$ cat src/rtl/data_bus_pkg.sv
`default_nettype none
// ============================================================================
//  Module      : data_bus_pkg
//  Description : Shared constants for the data-bus responder: MMIO register
//                offsets, STATUS bit positions and the default MMIO base.
//  Revision    : 1.0 - initial release
// ============================================================================
package data_bus_pkg;

    // Word offsets inside the MMIO window (address[3:2])
    localparam logic [1:0] OFF_CYCLE  = 2'd0;
    localparam logic [1:0] OFF_GPIO   = 2'd1;
    localparam logic [1:0] OFF_TXDATA = 2'd2;
    localparam logic [1:0] OFF_STATUS = 2'd3;

    // STATUS register bit positions
    localparam int STAT_FULL  = 0;
    localparam int STAT_EMPTY = 1;
    localparam int STAT_COUNT = 2;
    localparam int STAT_OVF   = 5;

    // Count field may occupy at most bits [4:2] so it never collides with OVF
    localparam int STAT_COUNT_MAX_BITS = STAT_OVF - STAT_COUNT;

    localparam logic [31:0] DEFAULT_MMIO_BASE = 32'hFFFF_0000;

endpackage
`default_nettype wire

$ cat src/rtl/data_bus_responder_tx_fifo.sv
`default_nettype none
// ============================================================================
//  Module      : tx_fifo
//  Description : Synchronous FIFO for the TX stream. Head word is presented
//                combinationally from storage; a push into a full FIFO is
//                dropped unless a pop happens in the same cycle.
//  Revision    : 1.0 - initial release
// ============================================================================
module tx_fifo #(
    parameter int  DEPTH = 4,
    parameter int  WIDTH = 32,
    localparam int PW    = $clog2(DEPTH),
    localparam int CW    = PW + 1
) (
    input  logic             clock_i,
    input  logic             reset_i,
    input  logic             push_i,
    input  logic             pop_i,
    input  logic [WIDTH-1:0] data_i,
    output logic [WIDTH-1:0] data_o,
    output logic             full_o,
    output logic             empty_o,
    output logic [CW-1:0]    count_o,
    output logic             drop_o
);

    logic [WIDTH-1:0] mem_q [DEPTH];
    logic [PW-1:0]    wr_ptr_q;
    logic [PW-1:0]    rd_ptr_q;
    logic [CW-1:0]    count_q;
    logic [CW-1:0]    count_d;
    logic             do_push;
    logic             do_pop;

    assign full_o  = (count_q == CW'(DEPTH));
    assign empty_o = (count_q == '0);
    assign do_pop  = pop_i & ~empty_o;
    // A full FIFO still accepts a word when the head leaves in the same cycle
    assign do_push = push_i & (~full_o | do_pop);
    assign drop_o  = push_i & full_o & ~do_pop;
    // Head reads zero while empty so stale storage never leaks out
    assign data_o  = empty_o ? '0 : mem_q[rd_ptr_q];
    assign count_o = count_q;

    // Occupancy next-state from the accepted push/pop pair
    always_comb begin
        count_d = count_q;
        case ({do_push, do_pop})
            2'b10:   count_d = count_q + CW'(1);
            2'b01:   count_d = count_q - CW'(1);
            default: count_d = count_q;
        endcase
    end

    // Storage array: data only, pointers define validity so no reset needed
    always_ff @(posedge clock_i) begin
        if (do_push) begin
            mem_q[wr_ptr_q] <= data_i;
        end
    end

    // Pointer and occupancy registers; pointers wrap naturally (power-of-2 depth)
    always_ff @(posedge clock_i) begin
        if (reset_i) begin
            wr_ptr_q <= '0;
            rd_ptr_q <= '0;
            count_q  <= '0;
        end else begin
            if (do_push) wr_ptr_q <= wr_ptr_q + PW'(1);
            if (do_pop)  rd_ptr_q <= rd_ptr_q + PW'(1);
            count_q <= count_d;
        end
    end

endmodule
`default_nettype wire

$ cat src/rtl/data_bus_responder.sv
`default_nettype none
// ============================================================================
//  Module      : data_bus_responder
//  Description : Data-memory responder for the single-cycle core. Word RAM
//                with combinational read and clocked write, plus an MMIO
//                window holding a cycle counter, GPIO register, TX FIFO push
//                port and a STATUS register with a sticky overflow flag.
//  Revision    : 1.0 - initial release
// ============================================================================
module data_bus_responder
    import data_bus_pkg::*;
#(
    parameter int          RAM_WORDS  = 64,
    parameter int          FIFO_DEPTH = 4,
    parameter logic [31:0] MMIO_BASE  = DEFAULT_MMIO_BASE
) (
    input  logic        clock,
    input  logic        reset,
    input  logic        write_memory,
    input  logic [31:0] address,
    input  logic [31:0] write_data,
    output logic [31:0] read_data,
    output logic [31:0] gpio_out,
    output logic [31:0] tx_data,
    output logic        tx_valid,
    input  logic        tx_ready
);

    localparam int AW       = $clog2(RAM_WORDS);
    localparam int CW       = $clog2(FIFO_DEPTH) + 1;
    localparam int CNT_BITS = (CW > STAT_COUNT_MAX_BITS) ? STAT_COUNT_MAX_BITS : CW;

    logic [31:0]   ram_q [RAM_WORDS];
    logic [31:0]   cycle_q;
    logic [31:0]   gpio_q;
    logic          overflow_q;

    logic          ram_hit;
    logic          mmio_hit;
    logic [AW-1:0] ram_idx;
    logic [1:0]    mmio_off;
    logic          wr_gpio;
    logic          wr_tx;
    logic          wr_status;
    logic          fifo_full;
    logic          fifo_empty;
    logic [CW-1:0] fifo_count;
    logic          fifo_drop;
    logic [31:0]   status_word;

    // Byte-lane bits are meaningless for a word bus
    logic          unused_byte_lane;
    assign unused_byte_lane = ^address[1:0];

    // RAM occupies the bottom 4*RAM_WORDS bytes; RAM wins if windows overlap
    assign ram_hit   = (address[31:AW+2] == '0);
    assign ram_idx   = address[AW+1:2];
    assign mmio_hit  = ~ram_hit & (address[31:4] == MMIO_BASE[31:4]);
    assign mmio_off  = address[3:2];
    assign wr_gpio   = write_memory & mmio_hit & (mmio_off == OFF_GPIO);
    assign wr_tx     = write_memory & mmio_hit & (mmio_off == OFF_TXDATA);
    assign wr_status = write_memory & mmio_hit & (mmio_off == OFF_STATUS);

    assign gpio_out = gpio_q;
    assign tx_valid = ~fifo_empty;

    tx_fifo #(
        .DEPTH (FIFO_DEPTH),
        .WIDTH (32)
    ) u_tx_fifo (
        .clock_i (clock),
        .reset_i (reset),
        .push_i  (wr_tx),
        .pop_i   (tx_valid & tx_ready),
        .data_i  (write_data),
        .data_o  (tx_data),
        .full_o  (fifo_full),
        .empty_o (fifo_empty),
        .count_o (fifo_count),
        .drop_o  (fifo_drop)
    );

    // STATUS assembly from live FIFO state; unassigned bits read zero
    always_comb begin
        status_word                         = '0;
        status_word[STAT_FULL]              = fifo_full;
        status_word[STAT_EMPTY]             = fifo_empty;
        status_word[STAT_COUNT +: CNT_BITS] = fifo_count[CNT_BITS-1:0];
        status_word[STAT_OVF]               = overflow_q;
    end

    // Load mux: RAM, MMIO registers, or zero for unmapped / write-only
    always_comb begin
        read_data = '0;
        if (ram_hit) begin
            read_data = ram_q[ram_idx];
        end else if (mmio_hit) begin
            case (mmio_off)
                OFF_CYCLE:  read_data = cycle_q;
                OFF_GPIO:   read_data = gpio_q;
                OFF_STATUS: read_data = status_word;
                default:    read_data = '0;
            endcase
        end
    end

    // RAM write port; contents intentionally survive reset
    always_ff @(posedge clock) begin
        if (write_memory && ram_hit) begin
            ram_q[ram_idx] <= write_data;
        end
    end

    // Free-running cycle counter, GPIO register and sticky overflow flag
    always_ff @(posedge clock) begin
        if (reset) begin
            cycle_q    <= '0;
            gpio_q     <= '0;
            overflow_q <= 1'b0;
        end else begin
            cycle_q <= cycle_q + 32'd1;
            if (wr_gpio) begin
                gpio_q <= write_data;
            end
            if (fifo_drop) begin
                overflow_q <= 1'b1;
            end else if (wr_status && write_data[STAT_OVF]) begin
                overflow_q <= 1'b0;
            end
        end
    end

endmodule
`default_nettype wire
$ cat config.mk
export PLATFORM = sky130hd
export DESIGN_NAME = data_bus_responder
export DESIGN_NICKNAME = d
export VERILOG_FILES = /design/src/rtl/data_bus_pkg.sv /design/src/rtl/data_bus_responder_tx_fifo.sv /design/src/rtl/data_bus_responder.sv
export SDC_FILE = /design/constraint.sdc
export NUM_CORES = 2
export LEC_CHECK = 0
export ABC_CLOCK_PERIOD_IN_PS = 4900
export CAP_MARGIN = 25
export CORE_MARGIN = 2
export CORE_UTILIZATION = 30
export DETAILED_ROUTE_END_ITERATION = 6
export PLACE_DENSITY = 0.57
export SKIP_CTS_REPAIR_TIMING = 1
export SLEW_MARGIN = 0
export SYNTH_ARGS = -nofsm -noshare
export SYNTH_HDL_FRONTEND = slang
export SYNTH_SLANG_ARGS = --single-unit
$ cat constraint.sdc
create_clock -name clock -period 4.9 [get_ports clock]
set_clock_uncertainty 0.1 [all_clocks]
set_input_delay 1.47 -clock clock [delete_from_list [all_inputs] [get_ports clock]]
set_output_delay 1.47 -clock clock [all_outputs]
set_load 0.1 [all_outputs]
Word-level counts from Yosys, hierarchy flattened. Memories as Yosys holds them, arrays and structs flattened. A register that Yosys moved wholly into a read port is not among the register bits. Index checks and enable logic that the tools add are counted.

Reductions and logical operators: 7. Add/sub/neg operators: 5. Equality and inequality tests: 7. Multiplexer cells: 13. Bitwise operators: 15.

Operator list (count): $mux 32 (3); $pmux 32 s3 (1); $add 32x1->32 const B (1); $eq 28x28->1 const B (1); $logic_not 24->1 (1); $and 1x1->1 (10); $eq 2x2->1 const B (3); $mux 1 (6); $pmux 3 s2 (1); $add 2x1->2 const B (2); $eq 2x1->1 const B (2); $mux 2 (2); $not 1->1 (4); $reduce_bool 2->1 (2); $add 3x1->3 const B (1); $eq 3x3->1 const B (1); $logic_not 3->1 (1); $sub 3x1->3 const B (1); $logic_and 1x1->1 (2); $logic_not 2->1 (1); $or 1x1->1 (1).

Memory bits (writable): 2176. Register bits: 72. Memories: 2. Input bits: 68.

Memories: ram_q (depth 64, bits a word 32, read ports 1, clocked after memory_dff 0, wr ports 1, line data_bus_responder.sv:33) `logic [31:0] ram_q [RAM_WORDS];`; u_tx_fifo.mem_q (depth 4, bits a word 32, read ports 1, clocked after memory_dff 1, wr ports 1, line data_bus_responder_tx_fifo.sv:27) `logic [WIDTH-1:0] mem_q [DEPTH];`.

Longest topological paths before layout.
Depth after elaboration: 8. Gate-level depth with buffers: 13. Gate-level depth less buffers: 9.

Cells and area by module. A second synthesis with hierarchy kept.

Cell total of the unflattened synthesis: 4204. Area total of the unflattened synthesis: 86957.1 sq um.

By module, submodules not included: data_bus_responder (area each 81530.7 sq um, instances 1, seq. area each 62800.2 sq um, cells an instance 3933); tx_fifo (area each 5426.5 sq um, instances 1, seq. area each 4023.9 sq um, cells an instance 271).

Worst setup path before layout. No wires, ideal clock.

Path kind: in2out. Start: input port address[3]. End: output port read_data[2]. Data arrival time: 4.832 ns. Buffers on the path: 5. Path slack: -1.502 ns. Data required time: 3.330 ns. Stages: 9. Path through: buf_2 -> buf_2 -> buf_2 -> buf_4 -> buf_2 -> mux2i_1 -> nor2_1 -> a21oi_1 -> o21ai_0.

Cells in the longest elaborated chain, start to end: 4.

Ends and longest elaborated chain: from (decl) (line data_bus_responder.sv:20) `input logic [31:0] address,`; parallel branches: the longest is 3 deep, another holds $mem_v2 64x32; $mux 32 (*) (line data_bus_responder.sv:95) `if (ram_hit) begin`; to (decl) (line data_bus_responder.sv:22) `output logic [31:0] read_data,`.

Every way passes the cells marked *.

Final worst setup path.
Start: input port address[3]. End: output port read_data[24].

The elaborated chain is that of the path after synthesis.

==> key figures <==
STA
  • Relative slew slack: 29.0%
  • Setup violators final: 32
  • Final Cycle Share: 112%
  • Slew Limit Fails: 0
  • RSZ-0062 raised after global routing: true
  • PnR worst setup slack: -0.607 ns
  • Fin. Hold Viols: 0
  • Worst Max-Slew Pin Slew: about 1.1 ns
  • Tmin final: 5.51 ns
  • Setup tns final: -15.87 ns
  • Hold Slack: 0.378 ns
  • FMAX: approximately 0.18 GHz

Drt
  • ANT nets after route: 0
  • DR iter-0 viols: around 6.3k
  • DRC Markers: 0
  • DR vias/cell: roughly 5.2
  • DR WL/cell: 30.0 µm
  • Routed wire length: 280000 µm
  • First-pass DRT Iterations: 6
  • Via count: 48.4k

Placement
  • Placer Congestion: between 0.8 and 0.9
  • Final HPWL DP: 183000 µm
  • Port Buffers: 162
  • DP Area: 102000 µm²

Global routing
  • Number of global-route vias before repair: 47.3k
  • Overall Global Routing Usage: 18.2%
  • Initial antenna violation count: 31
  • Grt total ovfl: 0
  • Largest net degree at the start of global routing: 55
  • First-pass GRT wire length: about 380000 µm

Power and ir drop
  • Pleak: 36.6 nW
  • Clock power share: between 40% and 50%
  • Seq pwr share: between 50% and 60%
  • Pwr/cell area: 365 nW/µm²
  • Switch share: 22.0%
  • Comb pwr share: approximately 6.2%
  • Int Power: 31.9 mW
  • Maximum VDD drop: approximately 0.0004 V
  • Switch Pwr: 8.99 mW
  • Total power: 40.9 mW

Setup path
  • CP top delay family: compound AO/OA/AOI/OAI gates
  • CP max FO: 8
  • CP Data Required Time: approximately 3.3 ns
  • CP endpoint kind: primary output
  • R2R depth: 8
  • CP peak stage delay: 0.39 ns
  • CP cell instances: buf_16 > buf_12 > mux2_2 > a211oi_1 > a2111oi_2 > buf_4 > o31ai_4 > o211ai_1 > buf_4 > buf_12
  • CP Launch Point: address[3]
  • Critical R2R Launch: u_tx_fifo.count_o[0]
  • Buf/Inv on CP: 5
  • End of the critical path: read_data[24]
  • Critical Path Start Type: input pin
  • Slowest CP cell: o31ai_4
  • WP depth: 10
  • Arr. time, crit path: around 3.9 ns
  • Reg2Reg Capture Point: u_tx_fifo.count_o[2]
  • R2r setup slk: roughly 2.5 ns
  • Setup CP Type: input pin to primary output

Layout
  • Final core utilization: between 30 and 40%
  • Final instance area: 112000 µm²
  • Share of cells above drive strength 1: 37.9%
  • FF+latch area: 66800 µm²
  • Fill cells: approximately 26k
  • Area Overhead vs Synth: 28.2%
  • # nets final: 5313
  • Multi-input gate area: roughly 21000 µm²

Clocking
  • CTS tree: yes
  • CTS max path bufs: 3
  • # clock sinks: 2250
  • Clk slew on worst S/H paths: 0.06 ns
  • Clock Latency Late Sink: 0.88 ns
  • CTS root buf: clkbuf_16
  • CTS H-tree depth: 4
  • Num CTS Buffers: 228

Logic synthesis
  • Mapped Nets: 4279
  • Yosys top cell area share: 74.9%
  • Top post-synthesis cells by area: edfxtp_1 (75%), mux4_2 (13%), mux2i_1 (2.9%)
  • Post-Syn Area: 87300 µm²
  • Synth async-reset ratio: 0%
  • Commonest cells in the synthesized netlist: edfxtp_1 (2176), mux4_2 (485), mux2i_1 (255), nand2_1 (146), nor2_1 (139)
  • Sequential cell area fraction in the yosys report: 76.5%
  • Synth warnings: 0
  • Predominant post-synthesis flop cell: edfxtp_1
  • Number of synthesized flops with an enable pin: 2176
  • Leading area contributor after synthesis: edfxtp_1
  • Post-synthesis cell type count: between 60 and 70
  • Mean Syn Cell Area: around 21 µm²
  • Seq cells post-synth: around 2.3k
  • Post-Synthesis Cells: 4205
  • Top-count cell post-synth: edfxtp_1

Floorplan
  • Initial Util: 30.1%
  • Die width: 543 µm
  • Die Y: 543 µm
  • Die area: 295000 µm²
  • I/O pins: about 170
  • Site Rows: 198
  • Core area: 290000 µm²

Status
  • Failing checks: negative setup slack
  • Outcome: finished, violations left

Hold path
  • Min-Delay Startpoint: gpio_out[1]
  • HP Class: flip-flop to flip-flop

Flow run
  • Max-Cap Viols: 0
placed cells by master, fill, tap and decap left out, types with 64 or more instances in the layout:
cell type / instances
clkbuf_16: 250
a21oi_1: 67
a22oi_1: 64
edfxtp_1: 2176
clkinv_1: 64
dfxtp_1: 73
buf_12: 242
nand2_1: 137
mux2i_1: 240
mux4_2: 485
nor2_4: 68
buf_4: 611
cell type report:
| class | count | area share, % |
|---|---|---|
| diodes | 5 | 0.0112 |
| clock buffers | 267 | 5.23 |
| clock inverters | 158 | 1.43 |
| inverters | 9 | 0.0447 |
| multi-input cells | 1710 | 18.6 |
| flip-flops and latches | 2250 | 59.7 |
| well taps | 3900 | 4.36 |
| repair buffers | 1040 | 10.7 |
per-layer routing:
| metal | part of all wire (%) | track usage (%) |
|---|---|---|
| met4 | 4.2 | 6.61 |
| met3 | 8.6 | 3.66 |
| met1 | 39 | 24.1 |
| met2 | 48 | 29.8 |
| met5 | 0.035 | 0 |
cells by family after synthesis:
| logic type | after synthesis | synth area share, % |
|---|---|---|
| buffers and inverters | 245 | 1.43 |
| AOI/OAI and AO/OA | 402 | 3.04 |
| xor gates and xnor gates | 32 | 0.321 |
| muxes | 772 | 15.8 |
| DFF | 2250 | 76.5 |
| and+or+nand+nor | 498 | 2.71 |
| adders and majority gates | 6 | 0.0946 |
power by group through the flow:
stage,clock [mW],combinational (mW),sequential [mW]
after floorplan,0,1.03,21.5
after global placement,0,2.25,21.5
after detailed placement,0,2.29,21.5
after CTS,17.5,2.29,21.1
after global routing,18.3,2.62,21.1
final,17.3,2.53,21.1
registers in the layout, indices dropped and copies added, names as in the netlist, named ones only:
signal,count
overflow_q,1
u_tx_fifo.rd_ptr_q,2
u_tx_fifo.count_o,3
u_tx_fifo.wr_ptr_q,2
ram_q,2048
u_tx_fifo.mem_q,128
cycle_q,32
gpio_out,32
per-stage QoR:
stage,setup WS [ns],std cells
after floorplan,-0.782,4205
after global placement,-1.34,8775
after detailed placement,-1.34,8781
after CTS,-1.35,9206
after global routing,-0.585,9336
final,-0.607,9339
worst min-delay path by stage:
stage                        endpoint  slack, ns  depth (start not counted)
after global routing       overflow_q       0.40                          2
after detailed placement   overflow_q       0.36                          2
after CTS                  overflow_q       0.37                          2
final                     gpio_out[1]       0.38                          2
after global placement     overflow_q       0.36                          2
after floorplan            overflow_q       0.34                          2
tightest hold or removal path, stage by stage, from the launching register on:
cell and delay [ns]:
dfxtp_1 0.33, nand2_1 0.06, a21oi_1 0.05
(Power assumes the default switching activity.)
